--- config.mk ---
export PLATFORM = sky130hd
export DESIGN_NAME = mem_stage
export DESIGN_NICKNAME = d
export VERILOG_FILES = /design/src/rtl/dlx_mem_pkg.sv /design/src/rtl/mem_align.sv /design/src/rtl/mem_stage.sv
export SDC_FILE = /design/constraint.sdc
export NUM_CORES = 1
export LEC_CHECK = 0
export ABC_CLOCK_PERIOD_IN_PS = 3180
export CAP_MARGIN = 20
export CORE_AREA = 2 2 154 156
export CTS_CLUSTER_DIAMETER = 100
export DETAILED_ROUTE_END_ITERATION = 10
export DIE_AREA = 0 0 156 158
export PLACE_DENSITY_LB_ADDON = 0.15
export SYNTH_ARGS = -nofsm -noshare
export SYNTH_HDL_FRONTEND = slang
export SYNTH_SLANG_ARGS = --single-unit
--- constraint.sdc ---
create_clock -name clk -period 3.18 [get_ports clk]
set_clock_uncertainty 0.2 [all_clocks]
set_input_delay 0.636 -clock clk [delete_from_list [all_inputs] [get_ports clk]]
set_output_delay 0.636 -clock clk [all_outputs]
set_load 0.05 [all_outputs]
--- src/rtl/dlx_mem_pkg.sv ---
`default_nettype none
// +----------------------------------------------------------------------+
// | Package     : dlx_mem_pkg                                            |
// | Description : Shared encodings for the DLX memory-access stage:      |
// |               access-size codes, FSM state type and byte-enable      |
// |               patterns. All vectors are big-endian ([0] = MSB).      |
// | Revision    : 1.0  initial release                                   |
// +----------------------------------------------------------------------+
package dlx_mem_pkg;

  // Access size (DSize). Both 2'b10 and 2'b11 select a word access.
  localparam logic [1:0] DS_BYTE = 2'b00;
  localparam logic [1:0] DS_HALF = 2'b01;
  localparam logic [1:0] DS_WORD = 2'b10;

  // Memory-transaction sequencer states.
  typedef enum logic [1:0] {
    ST_IDLE   = 2'd0,
    ST_ACCESS = 2'd1,
    ST_DONE   = 2'd2
  } mem_state_e;

  // Byte enables; element [0] enables byte lane [0:7].
  localparam logic [0:3] BE_BYTE0 = 4'b1000;
  localparam logic [0:3] BE_HALF0 = 4'b1100;
  localparam logic [0:3] BE_HALF1 = 4'b0011;
  localparam logic [0:3] BE_WORD  = 4'b1111;

endpackage
`default_nettype wire

--- src/rtl/mem_align.sv ---
`default_nettype none
// +----------------------------------------------------------------------+
// | Module      : mem_align                                              |
// | Description : Combinational alignment for the memory stage. Builds   |
// |               lane-replicated store data and byte enables, extracts  |
// |               and sign/zero-extends load data, flags misalignment.   |
// | Ports       : addr_off_i  - byte offset within word (addr[30:31])    |
// |               dsize_i     - access size code                         |
// |               store_val_i - raw store value                          |
// |               load_sign_i - sign-extend loaded byte/half             |
// |               rdata_i     - word returned by data memory             |
// |               wdata_o     - replicated store data                    |
// |               be_o        - byte enables                             |
// |               load_data_o - aligned, extended load value             |
// |               misalign_o  - access not naturally aligned             |
// | Revision    : 1.0  initial release                                   |
// +----------------------------------------------------------------------+
module mem_align
  import dlx_mem_pkg::*;
(
  input  logic [0:1]  addr_off_i,
  input  logic [1:0]  dsize_i,
  input  logic [0:31] store_val_i,
  input  logic        load_sign_i,
  input  logic [0:31] rdata_i,
  output logic [0:31] wdata_o,
  output logic [0:3]  be_o,
  output logic [0:31] load_data_o,
  output logic        misalign_o
);

  logic [0:7]  w_byte;
  logic [0:15] w_half;

  always_comb begin
    // Byte lane k occupies rdata[8k:8k+7]; halves sit at [0:15] / [16:31].
    w_byte      = rdata_i[{addr_off_i, 3'b000} +: 8];
    w_half      = addr_off_i[0] ? rdata_i[16:31] : rdata_i[0:15];
    wdata_o     = store_val_i;
    be_o        = BE_WORD;
    load_data_o = rdata_i;
    misalign_o  = 1'b0;
    case (dsize_i)
      DS_BYTE: begin
        wdata_o     = {4{store_val_i[24:31]}};
        be_o        = BE_BYTE0 >> addr_off_i;
        load_data_o = {{24{load_sign_i & w_byte[0]}}, w_byte};
      end
      DS_HALF: begin
        wdata_o     = {2{store_val_i[16:31]}};
        be_o        = addr_off_i[0] ? BE_HALF1 : BE_HALF0;
        load_data_o = {{16{load_sign_i & w_half[0]}}, w_half};
        misalign_o  = addr_off_i[1];
      end
      default: begin
        misalign_o  = |addr_off_i;
      end
    endcase
  end

endmodule
`default_nettype wire

--- src/rtl/mem_stage.sv ---
`default_nettype none
// +----------------------------------------------------------------------+
// | Module      : mem_stage                                              |
// | Description : DLX memory-access stage. Issues loads/stores over a    |
// |               req/ack data-memory port, stalls upstream while a      |
// |               transaction is outstanding, selects the integer        |
// |               writeback value and owns the MEM/WB register.          |
// | Ports       : EX/MEM inputs (nextPC, aluResult, memVal, controls,    |
// |               FP writeback bus); dmem_* request/ack port;            |
// |               stall_out to upstream; MEM/WB outputs (wbData,         |
// |               destReg, RegWrite, misalign, FP writeback).            |
// | Revision    : 1.0  initial release                                   |
// +----------------------------------------------------------------------+
module mem_stage
  import dlx_mem_pkg::*;
(
  input  logic        clk,
  input  logic        reset,
  input  logic [0:31] nextPC_in,
  input  logic [0:31] aluResult_in,
  input  logic [0:31] memVal_in,
  input  logic [0:4]  destReg_in,
  input  logic        RegWrite_in,
  input  logic        MemToReg_in,
  input  logic        MemWrite_in,
  input  logic        loadSign_in,
  input  logic        PCtoReg_in,
  input  logic [1:0]  DSize_in,
  input  logic [0:63] fbusW_in,
  input  logic [0:4]  fDestReg_in,
  input  logic        FPRegWrite_in,
  output logic        dmem_req_out,
  output logic        dmem_we_out,
  output logic [0:31] dmem_addr_out,
  output logic [0:31] dmem_wdata_out,
  output logic [0:3]  dmem_be_out,
  input  logic        dmem_ack_in,
  input  logic [0:31] dmem_rdata_in,
  output logic        stall_out,
  output logic [0:31] wbData_out,
  output logic [0:4]  destReg_out,
  output logic        RegWrite_out,
  output logic        misalign_out,
  output logic [0:63] fbusW_out,
  output logic [0:4]  fDestReg_out,
  output logic        FPRegWrite_out
);

  mem_state_e  state_q, state_d;
  logic        w_mem_op, w_misalign, w_bad_op, w_issue, w_is_load, w_stall;
  logic [0:31] w_load_data, w_wb;
  logic [0:31] load_q;
  logic [0:31] wbData_q;
  logic [0:4]  destReg_q, fDestReg_q;
  logic        RegWrite_q, misalign_q, FPRegWrite_q;
  logic [0:63] fbusW_q;

  mem_align u_align (
    .addr_off_i  (aluResult_in[30:31]),
    .dsize_i     (DSize_in),
    .store_val_i (memVal_in),
    .load_sign_i (loadSign_in),
    .rdata_i     (dmem_rdata_in),
    .wdata_o     (dmem_wdata_out),
    .be_o        (dmem_be_out),
    .load_data_o (w_load_data),
    .misalign_o  (w_misalign)
  );

  // A store with MemToReg also set is treated as a plain store.
  assign w_mem_op  = MemWrite_in | MemToReg_in;
  assign w_bad_op  = w_mem_op & w_misalign;
  assign w_issue   = w_mem_op & ~w_misalign;
  assign w_is_load = MemToReg_in & ~MemWrite_in & ~w_misalign;

  assign dmem_addr_out = {aluResult_in[0:29], 2'b00};
  assign dmem_we_out   = dmem_req_out & MemWrite_in;

  // State register
  always_ff @(posedge clk) begin
    if (reset) state_q <= ST_IDLE;
    else       state_q <= state_d;
  end

  // Next-state logic
  always_comb begin
    state_d = state_q;
    case (state_q)
      ST_IDLE:   if (w_issue)     state_d = ST_ACCESS;
      ST_ACCESS: if (dmem_ack_in) state_d = ST_DONE;
      ST_DONE:                    state_d = ST_IDLE;
      default:                    state_d = ST_IDLE;
    endcase
  end

  // Output logic; the request is a decode of the registered state.
  always_comb begin
    w_stall      = 1'b0;
    dmem_req_out = 1'b0;
    case (state_q)
      ST_IDLE:   w_stall = w_issue;
      ST_ACCESS: begin
        w_stall      = 1'b1;
        dmem_req_out = 1'b1;
      end
      default:   w_stall = 1'b0;
    endcase
    // Upstream is never held while the pipeline is being reset.
    stall_out = w_stall & ~reset;
  end

  // Load data is captured on ack and consumed in DONE.
  always_ff @(posedge clk) begin
    if (reset)                                    load_q <= '0;
    else if ((state_q == ST_ACCESS) && dmem_ack_in) load_q <= w_load_data;
  end

  assign w_wb = PCtoReg_in ? nextPC_in : (w_is_load ? load_q : aluResult_in);

  // MEM/WB register: loads the instruction when not stalled, else a bubble.
  always_ff @(posedge clk) begin
    if (reset) begin
      wbData_q     <= '0;
      destReg_q    <= '0;
      RegWrite_q   <= 1'b0;
      misalign_q   <= 1'b0;
      fbusW_q      <= '0;
      fDestReg_q   <= '0;
      FPRegWrite_q <= 1'b0;
    end else if (!stall_out) begin
      wbData_q     <= w_wb;
      destReg_q    <= destReg_in;
      RegWrite_q   <= RegWrite_in & ~w_bad_op;
      misalign_q   <= w_bad_op;
      fbusW_q      <= fbusW_in;
      fDestReg_q   <= fDestReg_in;
      FPRegWrite_q <= FPRegWrite_in;
    end else begin
      RegWrite_q   <= 1'b0;
      misalign_q   <= 1'b0;
      FPRegWrite_q <= 1'b0;
    end
  end

  assign wbData_out     = wbData_q;
  assign destReg_out    = destReg_q;
  assign RegWrite_out   = RegWrite_q;
  assign misalign_out   = misalign_q;
  assign fbusW_out      = fbusW_q;
  assign fDestReg_out   = fDestReg_q;
  assign FPRegWrite_out = FPRegWrite_q;

endmodule
`default_nettype wire

==> results.tsv <==
stage	metric	value	unit
status	status	finished, final reports clean	
placed_design	post-DP HPWL	19100	um
cts	H-tree Lvls	4	
routing	DR WL/cell	18.3	um
final_layout	multi-input combinational cell area	0.00361	mm2
die	die area	0.0246	mm2
routing	remaining antenna violation count after routing	0	
synth	post-synthesis sequential area ratio	0.404	
critical_path	critical path peak fanout	13	
cts	clock slew at reported path FFs	0.07	ns
routing	Post-Route WL	26500	um
synth	Cells after Synth	823	
die	Top Ports	393	
die	# rows	56	
cts	CTS tree	built	
final_layout	fin util	0.507	
cts	# clock sinks	143	
power_and_ir_drop	P_sw	2180	uW
sta	Slew headroom	0.321	
critical_path	kind of critical path	in -> out	
cts	TritonCTS Buffers	17	
sta	setup TNS	0	ns
final_layout	# fillers	2203	
sta	Max Freq	348	MHz
cts	cts hold-fix bufs	0	
die	die height	158	um
cts	clock tree buffer depth	2	
sta	Final Max Tran Viols	0	
routing	DR pass1 iterations	7	
worst_hold_path	Worst Hold Class	reg -> reg	
synth	Post-synth EDFFs	0	
final_layout	area delta synth->final	64.9	%
grt	vias in the first global route	6845	
synth	Synth Register Bits	143	
sta	fin crit share	0.904	
routing	DRC viols	0	
cts	clk_lat worst skew	0.42	ns
power_and_ir_drop	Pint	3760	uW
job	maxcap violations	0	
critical_path	crit path capture type	output pin	
grt	largest net degree at the start of global routing	105	
critical_path	CP required	2.34	ns
synth	Yosys top cell by area	dfxtp_1	
placed_design	DP Worst Slack	0.102	ns
sta	minimum clock period	2.87	ns
sta	Setup Viol. Count Final	0	
routing	vias	7016	
routing	vias per std cell	4.85	
grt	antenna violations before repair	2	
die	core area	0.0231	mm2
sta	unrepaired setup endpoints after global routing	no	
die	die width	156	um
cts	Gates resized, CTS repair	0	
synth	ys flop type	dfxtp_1	
synth	total number of yosys warnings	0	
power_and_ir_drop	combinational share of power	0.329	
synth	Syn Area/Cell	8.60	um2
routing	initial DRC count	419	
placed_design	I/O Buffers	390	
synth	post-synth top area share	0.404	
synth	Post-Syn Area	0.00708	mm2
power_and_ir_drop	Leak Pwr	0.00456	uW
grt	Overflow after GRT	0	
critical_path	startpoint types	primary input	
power_and_ir_drop	sequential share of power	0.341	
power_and_ir_drop	Max VDD drop	340	uV
final_layout	# nets final	1354	
power_and_ir_drop	clock group share of total power	0.330	
cts	root buffer cell	clkbuf_16	
sta	Setup WS post-layout	0.305	ns
final_layout	share of cells above drive strength 1	0.140	
power_and_ir_drop	Pwr Density	509	mW/mm2
final_layout	register area	0.00286	mm2
grt	GRT Util Overall	0.207	
synth	ranking of synthesized cells by area	dfxtp_1 (40%), nand2_1 (9.4%), a21oi_1 (5.4%)	
critical_path	Arr. time, crit path	2.04	ns
cts	post-CTS setup buffers	0	
grt	first-pass GRT wire length	39500	um
power_and_ir_drop	switching part of the total	0.367	
sta	Worst Tran Pin Value	1.02	ns
die	Initial Util	0.307	
synth	unique cell type count in the Yosys netlist	43	
sta	Fin. Hold Viols	0	
synth	fraction of registers with async set/reset	0	
placed_design	GPL Wtd Cong	0.804	
state kept, by name (all words and copies together), names as in the netlist:
name	cells
FPRegWrite_out	1
load_q	32
destReg_out	5
fbusW_out	64
fDestReg_out	5
wbData_out	32
RegWrite_out	1
state_q	2
misalign_out	1
power by group through the flow:
stage	clock network (uW)	registers (uW)	logic (uW)
after detailed placement	0	2070	1970
final	1960	2030	1960
after global routing	2080	2050	2070
after CTS	2020	2030	1970
after global placement	0	2060	1960
after floorplan	0	2480	742
metal layers:
layer / track usage / part of all wire
met1: 0.273 / 0.44
met3: 0.0498 / 0.060
met4: 0.0520 / 0.014
met5: 0 / 0
met2: 0.340 / 0.48
worst paths after layout:
path         cells after the start          from  slack [ns]              to
min reg2reg                      2  fbusW_out[3]        0.25    fbusW_out[3]
max reg2reg                      5    state_q[0]        0.82  wbData_out[26]
max                              6   DSize_in[0]        0.31       stall_out
min                              2  fbusW_out[3]        0.25    fbusW_out[3]
placed cells by master (no fill, tap or decap), drive strengths merged, types with 3 or more instances in the layout:
master | netlist | layout
nor2b | 4 | 4
nand3b | 33 | 33
and2 | 3 | 3
or3 | 9 | 9
nand4b | 30 | 30
a311oi | 18 | 18
a22oi | 8 | 8
mux2i | 38 | 38
o211ai | 30 | 30
clkdlybuf4s50 | 0 | 348
clkinv | 0 | 7
nor2 | 40 | 40
o21ai | 21 | 21
dfxtp | 143 | 143
a21oi | 79 | 79
nor3 | 9 | 9
inv | 4 | 12
a2111oi | 9 | 9
nand2 | 177 | 177
a211oi | 8 | 8
clkbuf | 46 | 17
mux2 | 24 | 24
buf | 68 | 64
worst max-delay path: stages:
cell             delay [ns]
clkdlybuf4s50_1        0.43
nor2_1                 0.23
buf_12                 0.19
o311ai_4               0.11
nor2_1                 0.25
buf_12                 0.18
cells by family (layout without fill, tap and decap cells):
family / after synthesis / in the layout / synth area share
and+or+nand+nor: 311 / 311 / 0.215
muxes: 64 / 64 / 0.0982
DFF: 143 / 143 / 0.404
buffers and inverters: 118 / 448 / 0.0915
other: 1 / 4 / 0.000530
AOI/OAI and AO/OA: 186 / 186 / 0.191
cells in the mapped netlist, types with 18 or more instances:
master      n
a21oi_1    77
a311oi_1   18
buf_4      41
clkbuf_1   46
dfxtp_1   143
mux2_2     24
mux2i_1    38
nand2_1   177
nand3b_1   32
nand4b_1   30
nor2_1     40
o211ai_2   30
o21ai_0    20
stage by stage:
| stage | cell area [um2] | total power [uW] | std cells | hold slack (ns) |
|---|---|---|---|---|
| 2_1_floorplan | 7090 | 3220 | 824 | 0.216 |
| 3_3_place_gp | 11100 | 4020 | 1412 | 0.237 |
| 3_5_place_dp | 11100 | 4030 | 1412 | 0.243 |
| 4_1_cts | 11700 | 6020 | 1444 | 0.252 |
| 5_1_grt | 11700 | 6200 | 1446 | 0.266 |
| 6_report | 11700 | 5950 | 1446 | 0.250 |
area by class of cell:
| type | instances | area share |
|---|---|---|
| Antenna cell | 2 | 0.000429 |
| Clock buffer | 17 | 0.0364 |
| Clock inverter | 15 | 0.0126 |
| Inverter | 4 | 0.00129 |
| Multi-Input combinational cell | 563 | 0.309 |
| Sequential cell | 143 | 0.245 |
| Tap cell | 290 | 0.0311 |
| Timing Repair Buffer | 412 | 0.364 |
No activity file was read; power rests on OpenSTA's default activity.
